[config.mk]
export PLATFORM = sky130hd
export DESIGN_NAME = instr_sequencer
export DESIGN_NICKNAME = d
export VERILOG_FILES = /design/src/rtl/instr_sequencer.sv
export SDC_FILE = /design/constraint.sdc
export NUM_CORES = 1
export LEC_CHECK = 0
export CAP_MARGIN = 20
export CORE_ASPECT_RATIO = 1.25
export CORE_MARGIN = 2
export CORE_UTILIZATION = 38
export DETAILED_ROUTE_END_ITERATION = 6
export PLACE_DENSITY = 0.79
export SLEW_MARGIN = 20
export SYNTH_ARGS = -nofsm -noshare
export SYNTH_HDL_FRONTEND = slang
export SYNTH_SLANG_ARGS = --single-unit
[constraint.sdc]
create_clock -name clk -period 1.53 [get_ports clk]
set_input_delay 0.153 -clock clk [delete_from_list [all_inputs] [get_ports clk]]
set_output_delay 0.153 -clock clk [all_outputs]
set_load 0.01 [all_outputs]
[src/rtl/instr_sequencer.sv]
// instr_sequencer: multi-cycle control sequencer for the datapath.
// Accepts an instruction class on a start/wait handshake, latches it, then
// walks the register file, operand registers, ALU/shifter, status register
// and memory port through one state per datapath action. Memory accesses
// hold mem_cmd for MEM_LAT cycles using a small down-counter.
// Optional feature macro: INSTR_SEQ_HALT_EN (opcode 111 parks in S_HALT
// until reset; when undefined, opcode 111 takes the illegal path).
module instr_sequencer #(
  parameter int SEL_W   = 3,
  parameter int MEM_LAT = 1
) (
  input  logic             clk,
  input  logic             reset,
  input  logic             s,
  input  logic [2:0]       opcode,
  input  logic [1:0]       op,
  output logic             w,
  output logic [SEL_W-1:0] nsel,
  output logic [1:0]       vsel,
  output logic             write,
  output logic             loada,
  output logic             loadb,
  output logic             asel,
  output logic             bsel,
  output logic             loadc,
  output logic             loads,
  output logic             load_addr,
  output logic [1:0]       mem_cmd,
  output logic             illegal,
  output logic             halted
);

  localparam int CNT_W = $clog2(MEM_LAT + 1);

  // One-hot register selects: bit 2 = Rn, bit 1 = Rd, bit 0 = Rm.
  localparam logic [SEL_W-1:0] NSEL_RN = SEL_W'(3'b100);
  localparam logic [SEL_W-1:0] NSEL_RD = SEL_W'(3'b010);
  localparam logic [SEL_W-1:0] NSEL_RM = SEL_W'(3'b001);

  // Latched {opcode, op} encodings.
  localparam logic [4:0] I_MOVI = 5'b11010;
  localparam logic [4:0] I_MOV  = 5'b11000;
  localparam logic [4:0] I_MVN  = 5'b10111;
  localparam logic [4:0] I_ADD  = 5'b10100;
  localparam logic [4:0] I_AND  = 5'b10110;
  localparam logic [4:0] I_CMP  = 5'b10101;
  localparam logic [4:0] I_LDR  = 5'b01100;
  localparam logic [4:0] I_STR  = 5'b10000;

  typedef enum logic [4:0] {
    S_WAIT      = 5'd0,
    S_DECODE    = 5'd1,
    S_MOV_IMM   = 5'd2,
    S_READ_RN   = 5'd3,
    S_READ_RM   = 5'd4,
    S_READ_RD   = 5'd5,
    S_LOAD_C    = 5'd6,
    S_LOAD_C_A  = 5'd7,
    S_PASS_B    = 5'd8,
    S_ADDR      = 5'd9,
    S_LOAD_S    = 5'd10,
    S_LOAD_ADDR = 5'd11,
    S_MEM_RD    = 5'd12,
    S_MEM_WR    = 5'd13,
    S_WRITE_RD  = 5'd14,
    S_WRB_MEM   = 5'd15,
    S_ILLEGAL   = 5'd16,
    S_HALT      = 5'd17
  } state_e;

  state_e           state_q, state_d;
  logic [4:0]       instr_q, instr_d;
  logic [CNT_W-1:0] cnt_q, cnt_d;

  // State, instruction register and memory-latency counter.
  always_ff @(posedge clk) begin
    if (reset) begin
      state_q <= S_WAIT;
      instr_q <= '0;
      cnt_q   <= '0;
    end else begin
      state_q <= state_d;
      instr_q <= instr_d;
      cnt_q   <= cnt_d;
    end
  end

  // Next-state logic: the sequence taken depends on the latched instruction.
  always_comb begin
    state_d = S_WAIT;
    instr_d = instr_q;
    cnt_d   = cnt_q;
    unique case (state_q)
      S_WAIT: begin
        if (s) begin
          instr_d = {opcode, op};
          state_d = S_DECODE;
        end
      end
      S_DECODE: begin
        casez (instr_q)
          I_MOVI:                                  state_d = S_MOV_IMM;
          I_MOV, I_MVN:                            state_d = S_READ_RM;
          I_ADD, I_AND, I_CMP, I_LDR, I_STR:       state_d = S_READ_RN;
`ifdef INSTR_SEQ_HALT_EN
          5'b111??:                                state_d = S_HALT;
`else
          5'b111??:                                state_d = S_ILLEGAL;
`endif
          default:                                 state_d = S_ILLEGAL;
        endcase
      end
      S_READ_RN: state_d = (instr_q == I_LDR || instr_q == I_STR) ? S_ADDR : S_READ_RM;
      S_READ_RM: begin
        if (instr_q == I_MOV || instr_q == I_MVN) state_d = S_LOAD_C_A;
        else if (instr_q == I_CMP)                state_d = S_LOAD_S;
        else                                      state_d = S_LOAD_C;
      end
      S_ADDR: state_d = S_LOAD_ADDR;
      S_LOAD_ADDR: begin
        if (instr_q == I_LDR) begin
          state_d = S_MEM_RD;
          cnt_d   = CNT_W'(MEM_LAT - 1);
        end else begin
          state_d = S_READ_RD;
        end
      end
      S_READ_RD: state_d = S_PASS_B;
      S_PASS_B: begin
        state_d = S_MEM_WR;
        cnt_d   = CNT_W'(MEM_LAT - 1);
      end
      S_MEM_RD: begin
        if (cnt_q == '0) begin
          state_d = S_WRB_MEM;
        end else begin
          state_d = S_MEM_RD;
          cnt_d   = cnt_q - CNT_W'(1);
        end
      end
      S_MEM_WR: begin
        if (cnt_q == '0) begin
          state_d = S_WAIT;
        end else begin
          state_d = S_MEM_WR;
          cnt_d   = cnt_q - CNT_W'(1);
        end
      end
      S_LOAD_C, S_LOAD_C_A: state_d = S_WRITE_RD;
`ifdef INSTR_SEQ_HALT_EN
      S_HALT: state_d = S_HALT;
`endif
      // WRITE_RD, WRB_MEM, LOAD_S, MOV_IMM, ILLEGAL and stray encodings.
      default: state_d = S_WAIT;
    endcase
  end

  // Moore outputs decoded from the current state only.
  always_comb begin
    w         = 1'b0;
    nsel      = '0;
    vsel      = 2'b00;
    write     = 1'b0;
    loada     = 1'b0;
    loadb     = 1'b0;
    asel      = 1'b0;
    bsel      = 1'b0;
    loadc     = 1'b0;
    loads     = 1'b0;
    load_addr = 1'b0;
    mem_cmd   = 2'b00;
    illegal   = 1'b0;
    halted    = 1'b0;
    case (state_q)
      S_WAIT:      w = 1'b1;
      S_MOV_IMM:   begin nsel = NSEL_RN; vsel = 2'b10; write = 1'b1; end
      S_READ_RN:   begin nsel = NSEL_RN; loada = 1'b1; end
      S_READ_RM:   begin nsel = NSEL_RM; loadb = 1'b1; end
      S_READ_RD:   begin nsel = NSEL_RD; loadb = 1'b1; end
      S_LOAD_C:    loadc = 1'b1;
      S_LOAD_C_A:  begin asel = 1'b1; loadc = 1'b1; end
      S_PASS_B:    begin asel = 1'b1; loadc = 1'b1; end
      S_ADDR:      begin bsel = 1'b1; loadc = 1'b1; end
      S_LOAD_S:    loads = 1'b1;
      S_LOAD_ADDR: load_addr = 1'b1;
      S_MEM_RD:    mem_cmd = 2'b01;
      S_MEM_WR:    mem_cmd = 2'b10;
      S_WRITE_RD:  begin nsel = NSEL_RD; vsel = 2'b00; write = 1'b1; end
      S_WRB_MEM:   begin nsel = NSEL_RD; vsel = 2'b11; write = 1'b1; end
      S_ILLEGAL:   illegal = 1'b1;
`ifdef INSTR_SEQ_HALT_EN
      S_HALT:      halted = 1'b1;
`endif
      default: ;
    endcase
  end

endmodule

Word-level counts from Yosys, hierarchy flattened
Cells that the tools add are included.
- register bits after elaboration: 11
- bits of input ports: 8
- output and inout bits: 18
- logic and storage cells: 70
- add/sub/neg operators: 1
- equality and inequality tests: 25
- mux-type cells: 25
- reduce and logical (&&, ||, !) cells: 16
- operators by type and width (operator ; count):
    $pmux 5 s11 ; 1
    $eq 5x4->1 const B ; 9
    $eq 5x5->1 const B ; 8
    $eq 5x3->1 const B ; 4
    $mux 4 ; 5
    $pmux 5 s3 ; 1
    $mux 1 ; 13
    $reduce_or 2->1 ; 6
    $eq 5x2->1 const B ; 2
    $pmux 3 s3 ; 1
    $pmux 2 s2 ; 2
    $reduce_or 3->1 ; 2
    $eq 5x1->1 const B ; 1
    $logic_not 5->1 ; 1
    $reduce_or 5->1 ; 1
    $reduce_and 2->1 ; 2
    $reduce_or 4->1 ; 1
    $pmux 1 s3 ; 1
    $reduce_bool 3->1 ; 1
    $logic_or 1x1->1 ; 2
    $mux 2 ; 1
    $ne 2x2->1 const B ; 1
    $sub 1x1->1 const B ; 1

Longest topological paths before layout
Gate-level depths: netlist of the first run.
- word-level depth: 4
- mapped depth: 6
- depth with buffers taken out: 4

Worst setup path after synthesis of the first run
No wires, ideal clock.
- kind: register -> register
- start: register state_q[3]
- end: register state_q[0]
- setup time: 0.074 ns
- data arrival time: 1.341 ns
- data required time: 1.456 ns
- slack: 0.115 ns
- stages on the path, launching flop included: 6
- buffers on the path: 1
- clock period less this slack: 1.415 ns
- path through: dfxtp_1 buf_6 or3b_1 a2111oi_2 a221oi_1 a31oi_1
- cells in the longest elaborated chain, start to end: 3
- elaborated cells between the ends (all ways): 14
- classes of those cells: eq/ne: 11; mux: 1; reduce/logical: 2
- ends and longest elaborated chain (what ; RTL line ; text):
    start, declared ; 71 ; state_e state_q, state_d;
    start signal, assigned ; 82 ; state_q <= state_d;
    $eq 5x3->1 ; 93 ; unique case (state_q)
    $reduce_or 2->1 ; 93 ;
    $pmux 5 s11 (*) ; 93 ;
Mark *: on every way between the ends. The rest lies on a longest branch, timed or not.
A chain may end at the register's enable or synchronous reset.

Worst setup path after layout of the first run
- start: register state_q[3]
- end: output vsel[1]
- cells in the longest elaborated chain, start to end: 2
- elaborated cells between the ends (all ways): 3
- classes of those cells: eq/ne: 2; mux: 1
- ends and longest elaborated chain (what ; RTL line ; text):
    $eq 5x4->1 / $eq 5x2->1 (equally long branches) ; 174 ; case (state_q)
    $pmux 2 s2 (*) ; 174 ;
    end, declared ; 19 ; output logic [1:0] vsel,
Marked as above.

==> results of run 1 <==
[per-stage QoR]
stage               hold WS (ns)  total power, mW
global placement           0.583            0.537
floorplan                  0.225            0.435
finish                     0.484            0.814
global route               0.530            0.847
CTS                        0.486            0.800
detailed placement         0.595            0.548
[registers in the layout (all words and copies together) (netlist names)]
register  count
instr_q       5
state_q       5
[final cells by class]
class	instances	share of cell area (%)
Clock buffer	4	2.46
Tap cell	31	2.62
Sequential cell	10	14.2
Timing Repair Buffer	60	31.0
Multi-Input combinational cell	97	49.7
[kinds of logic (layout without fill, tap and decap cells)]
| logic type | Yosys count | after routing | share of synthesized area (%) |
|---|---|---|---|
| muxes | 5 | 5 | 5.69 |
| and+or+nand+nor | 64 | 64 | 42.7 |
| other | 1 | 1 | 0.426 |
| AOI/OAI and AO/OA | 27 | 27 | 21.8 |
| DFF | 10 | 10 | 22.8 |
| buffers and inverters | 10 | 64 | 6.68 |
[power by group through the flow]
stage | Sequential [mW] | Clock (mW) | Combinational [mW]
2_1_floorplan | 0.299 | 0 | 0.136
3_3_place_gp | 0.302 | 0 | 0.235
3_5_place_dp | 0.303 | 0 | 0.245
4_1_cts | 0.296 | 0.249 | 0.256
5_1_grt | 0.299 | 0.257 | 0.291
6_report | 0.297 | 0.249 | 0.269
[synthesized netlist by cell type]
| library cell | n | share of area [%] |
|---|---|---|
| a221oi_1 | 1 | 1.0 |
| o211ai_1 | 2 | 1.7 |
| o311ai_0 | 1 | 1.0 |
| a21boi_1 | 1 | 0.85 |
| or2_2 | 2 | 1.4 |
| or4b_1 | 1 | 1.1 |
| nor2b_1 | 3 | 2.1 |
| a22oi_1 | 1 | 0.85 |
| nand2_1 | 9 | 3.8 |
| nand3b_1 | 3 | 2.6 |
| a221o_1 | 1 | 1.1 |
| nor2_1 | 12 | 5.1 |
| o31a_1 | 1 | 1.0 |
| nor3b_1 | 2 | 1.7 |
| dfxtp_1 | 10 | 23 |
| a311o_1 | 1 | 1.1 |
| clkbuf_1 | 4 | 1.7 |
| a32oi_1 | 1 | 1.0 |
| and3b_1 | 4 | 4.0 |
| a2111oi_2 | 1 | 1.7 |
| or3b_1 | 1 | 1.0 |
| nand4b_1 | 5 | 5.0 |
| nor4_1 | 2 | 1.4 |
| and3_1 | 1 | 0.71 |
| o21ai_0 | 6 | 3.4 |
| or3_1 | 2 | 1.4 |
| nand3_1 | 2 | 1.1 |
| buf_2 | 2 | 1.1 |
| and4b_1 | 1 | 1.1 |
| buf_4 | 1 | 0.85 |
| nand2b_1 | 4 | 2.8 |
| buf_1 | 1 | 0.43 |
| conb_1 | 1 | 0.43 |
| a21o_1 | 3 | 2.6 |
| buf_6 | 2 | 2.6 |
| nor4b_1 | 1 | 1.0 |
| a21oi_1 | 4 | 2.3 |
| a31oi_1 | 3 | 2.1 |
| mux2i_1 | 5 | 5.7 |
| nor3_1 | 9 | 5.1 |
[timing repair]
action	in CTS	in global routing
pin swaps	4	4
gates resized for setup	79	24
gates cloned	0	0
endpoints found under the setup margin	22	21
setup buffers	2	3
[critical path, cell delays in order, from the launching register on]
cell     delay (ns)
dfxtp_4        0.36
buf_6          0.13
or3_4          0.38
a21oi_2        0.11
buf_2          0.14
[metal layers]
metal	global-route usage [%]	share of wire, %	vias to the layer above	wire length, um
met4	14.3	3.6	0	107
met2	42.9	53	56	1600
met3	2.18	5.2	11	155
met5	0	0	-	0
li1	-	-	542	-
met1	24.2	38	523	1140
[worst max-delay path by stage]
stage,end,slack (ns),cells after the start
global route,vsel[1],-0.05,4
global placement,state_q[0],-0.16,5
detailed placement,state_q[0],-0.26,5
CTS,loada,-0.02,3
floorplan,state_q[0],0.11,5
finish,vsel[1],-0.02,4
[cell usage in the layout (no fill, tap or decap), types with 3 or more instances in the layout]
cell | synthesis | routed
a21o_1 | 3 | 3
a21oi_2 | 0 | 3
a31oi_1 | 3 | 3
and3b_1 | 4 | 4
buf_2 | 2 | 10
buf_4 | 1 | 30
buf_6 | 2 | 5
clkbuf_2 | 0 | 6
clkbuf_4 | 0 | 3
clkdlybuf4s50_1 | 0 | 7
dfxtp_1 | 10 | 6
mux2i_1 | 5 | 5
nand2_1 | 9 | 7
nand2b_1 | 4 | 3
nand3b_1 | 3 | 3
nand4b_1 | 5 | 5
nor2_1 | 12 | 9
nor3_1 | 9 | 8
o21ai_0 | 6 | 6
==> out/qor.txt, run 1 <==
R2R Path Start - state_q[0]
Reg clk slew, reported paths - 0.08 ns
Combinational fraction of design power - 33.0%
Min-delay src - opcode[1]
Hold worst-path end - instr_q[3]
Flop pwr share - 36.4%
First-pass GRT wire length - 4730 um
PwrDens - 551 mW/mm^2
Minimum clock period after layout - 1.55 ns
Ys Warns - 0
Syn Std Cell Area - 880 um^2
Tcrit/Tclk final - 102%
DR DRC count - 0
P&R area growth vs syn - 68.0%
Via Count - 1,132
Vias per cell - 5.60
Final instance area - 0.00148 mm^2
Switching pwr - 0.255 mW
Static Leak - 0.659 nW
Crit. End Element - output pin
CP arrival - 1.40 ns
Fmax - 643 MHz
Worst reg2reg path depth - 6
Maximum VDD drop - 0.442 mV
Clk_lat worst skew - 0.28 ns
R2r setup slk - 0.01 ns
Unique masters post-synth - 40
GPL Wtd Cong - 0.899
Final setup viols - 2
Largest net degree at the start of global routing - 12
Die Width - 47.0 um
Finished Core Util - 67.6%
Fin cells - 202
Failing checks - setup timing
Register area share after synthesis - 22.8%
CP Max Fanout - 6
Vias in the first global route - 1,141
FF/Latch Area - 210 um^2
Detailed placer's ending HPWL - 2110 um
Ports - 26
PortBufs - 24
Initial DRT Pass Iterations - 4
Post-Route WL - 3000 um
Internal - 0.559 mW
Startpoint types - flop
Antenna cells - 0
Initial antenna violation count - 0
Synth Register Bits - 10
Fin Setup TNS - -0.0451 ns
GRT overflow - 0
Initial DRC Count - 18
Initial Utilization - 40.2%
Rows - 19
Max-Cap Viols - 0
Worst R2R End - instr_q[4]
Syn avg cell area - 7.52 um^2
Layout cell share with drive strength beyond 1 - 48.5%
Filler instances - 187
Slew Viols, Final - 0
Syn Nets - 125
Cts hold-fix bufs - 0
WHS Path Cells - 3
CP startpoint - state_q[3]
CTS root buf - clkbuf_4
Final clock skew - 0.0109 ns
Post-route ant nets - 0
GRT Resource Usage Total - 23.5%
H-Tree Depth - 1
Clock group share of total power - 30.6%
Area of the multi-input gates - 734 um^2
Die Y - 57.8 um
WP data required - 1.38 ns
Worst Setup Slack post-DPL - -0.259 ns
Clock sink count - 10
Clk buf depth - 2
Status - finished, violations left
Post-DP Area - 0.00133 mm^2
TritonCTS clock tree - yes
Clock buffers created by TritonCTS - 3
RSZ-0062 raised after global routing - yes
Full die area - 0.00272 mm^2
Sw Ratio - 31.3%
Worst setup slack after layout - -0.0242 ns
Nets - 180
Placed Cells - 193
Cells after synthesis - 117
CP Class - reg -> out
Core Area - 0.00219 mm^2
Type of the worst min-delay path - in -> reg
Drt wl/cell - 14.9 um
Final hold vios - 0
No activity file was read; power rests on OpenSTA's default activity.
==> run 2: changes to the inputs <==
--- a/config.mk
+++ b/config.mk
@@ -5,6 +5,7 @@
 export SDC_FILE = /design/constraint.sdc
 export NUM_CORES = 1
 export LEC_CHECK = 0
+export ABC_CLOCK_PERIOD_IN_PS = 1530
 export CAP_MARGIN = 20
 export CORE_ASPECT_RATIO = 1.25
 export CORE_MARGIN = 2
==> results of run 2 <==
Same layout as run 1: the final DEF is identical, and so are final timing and power.
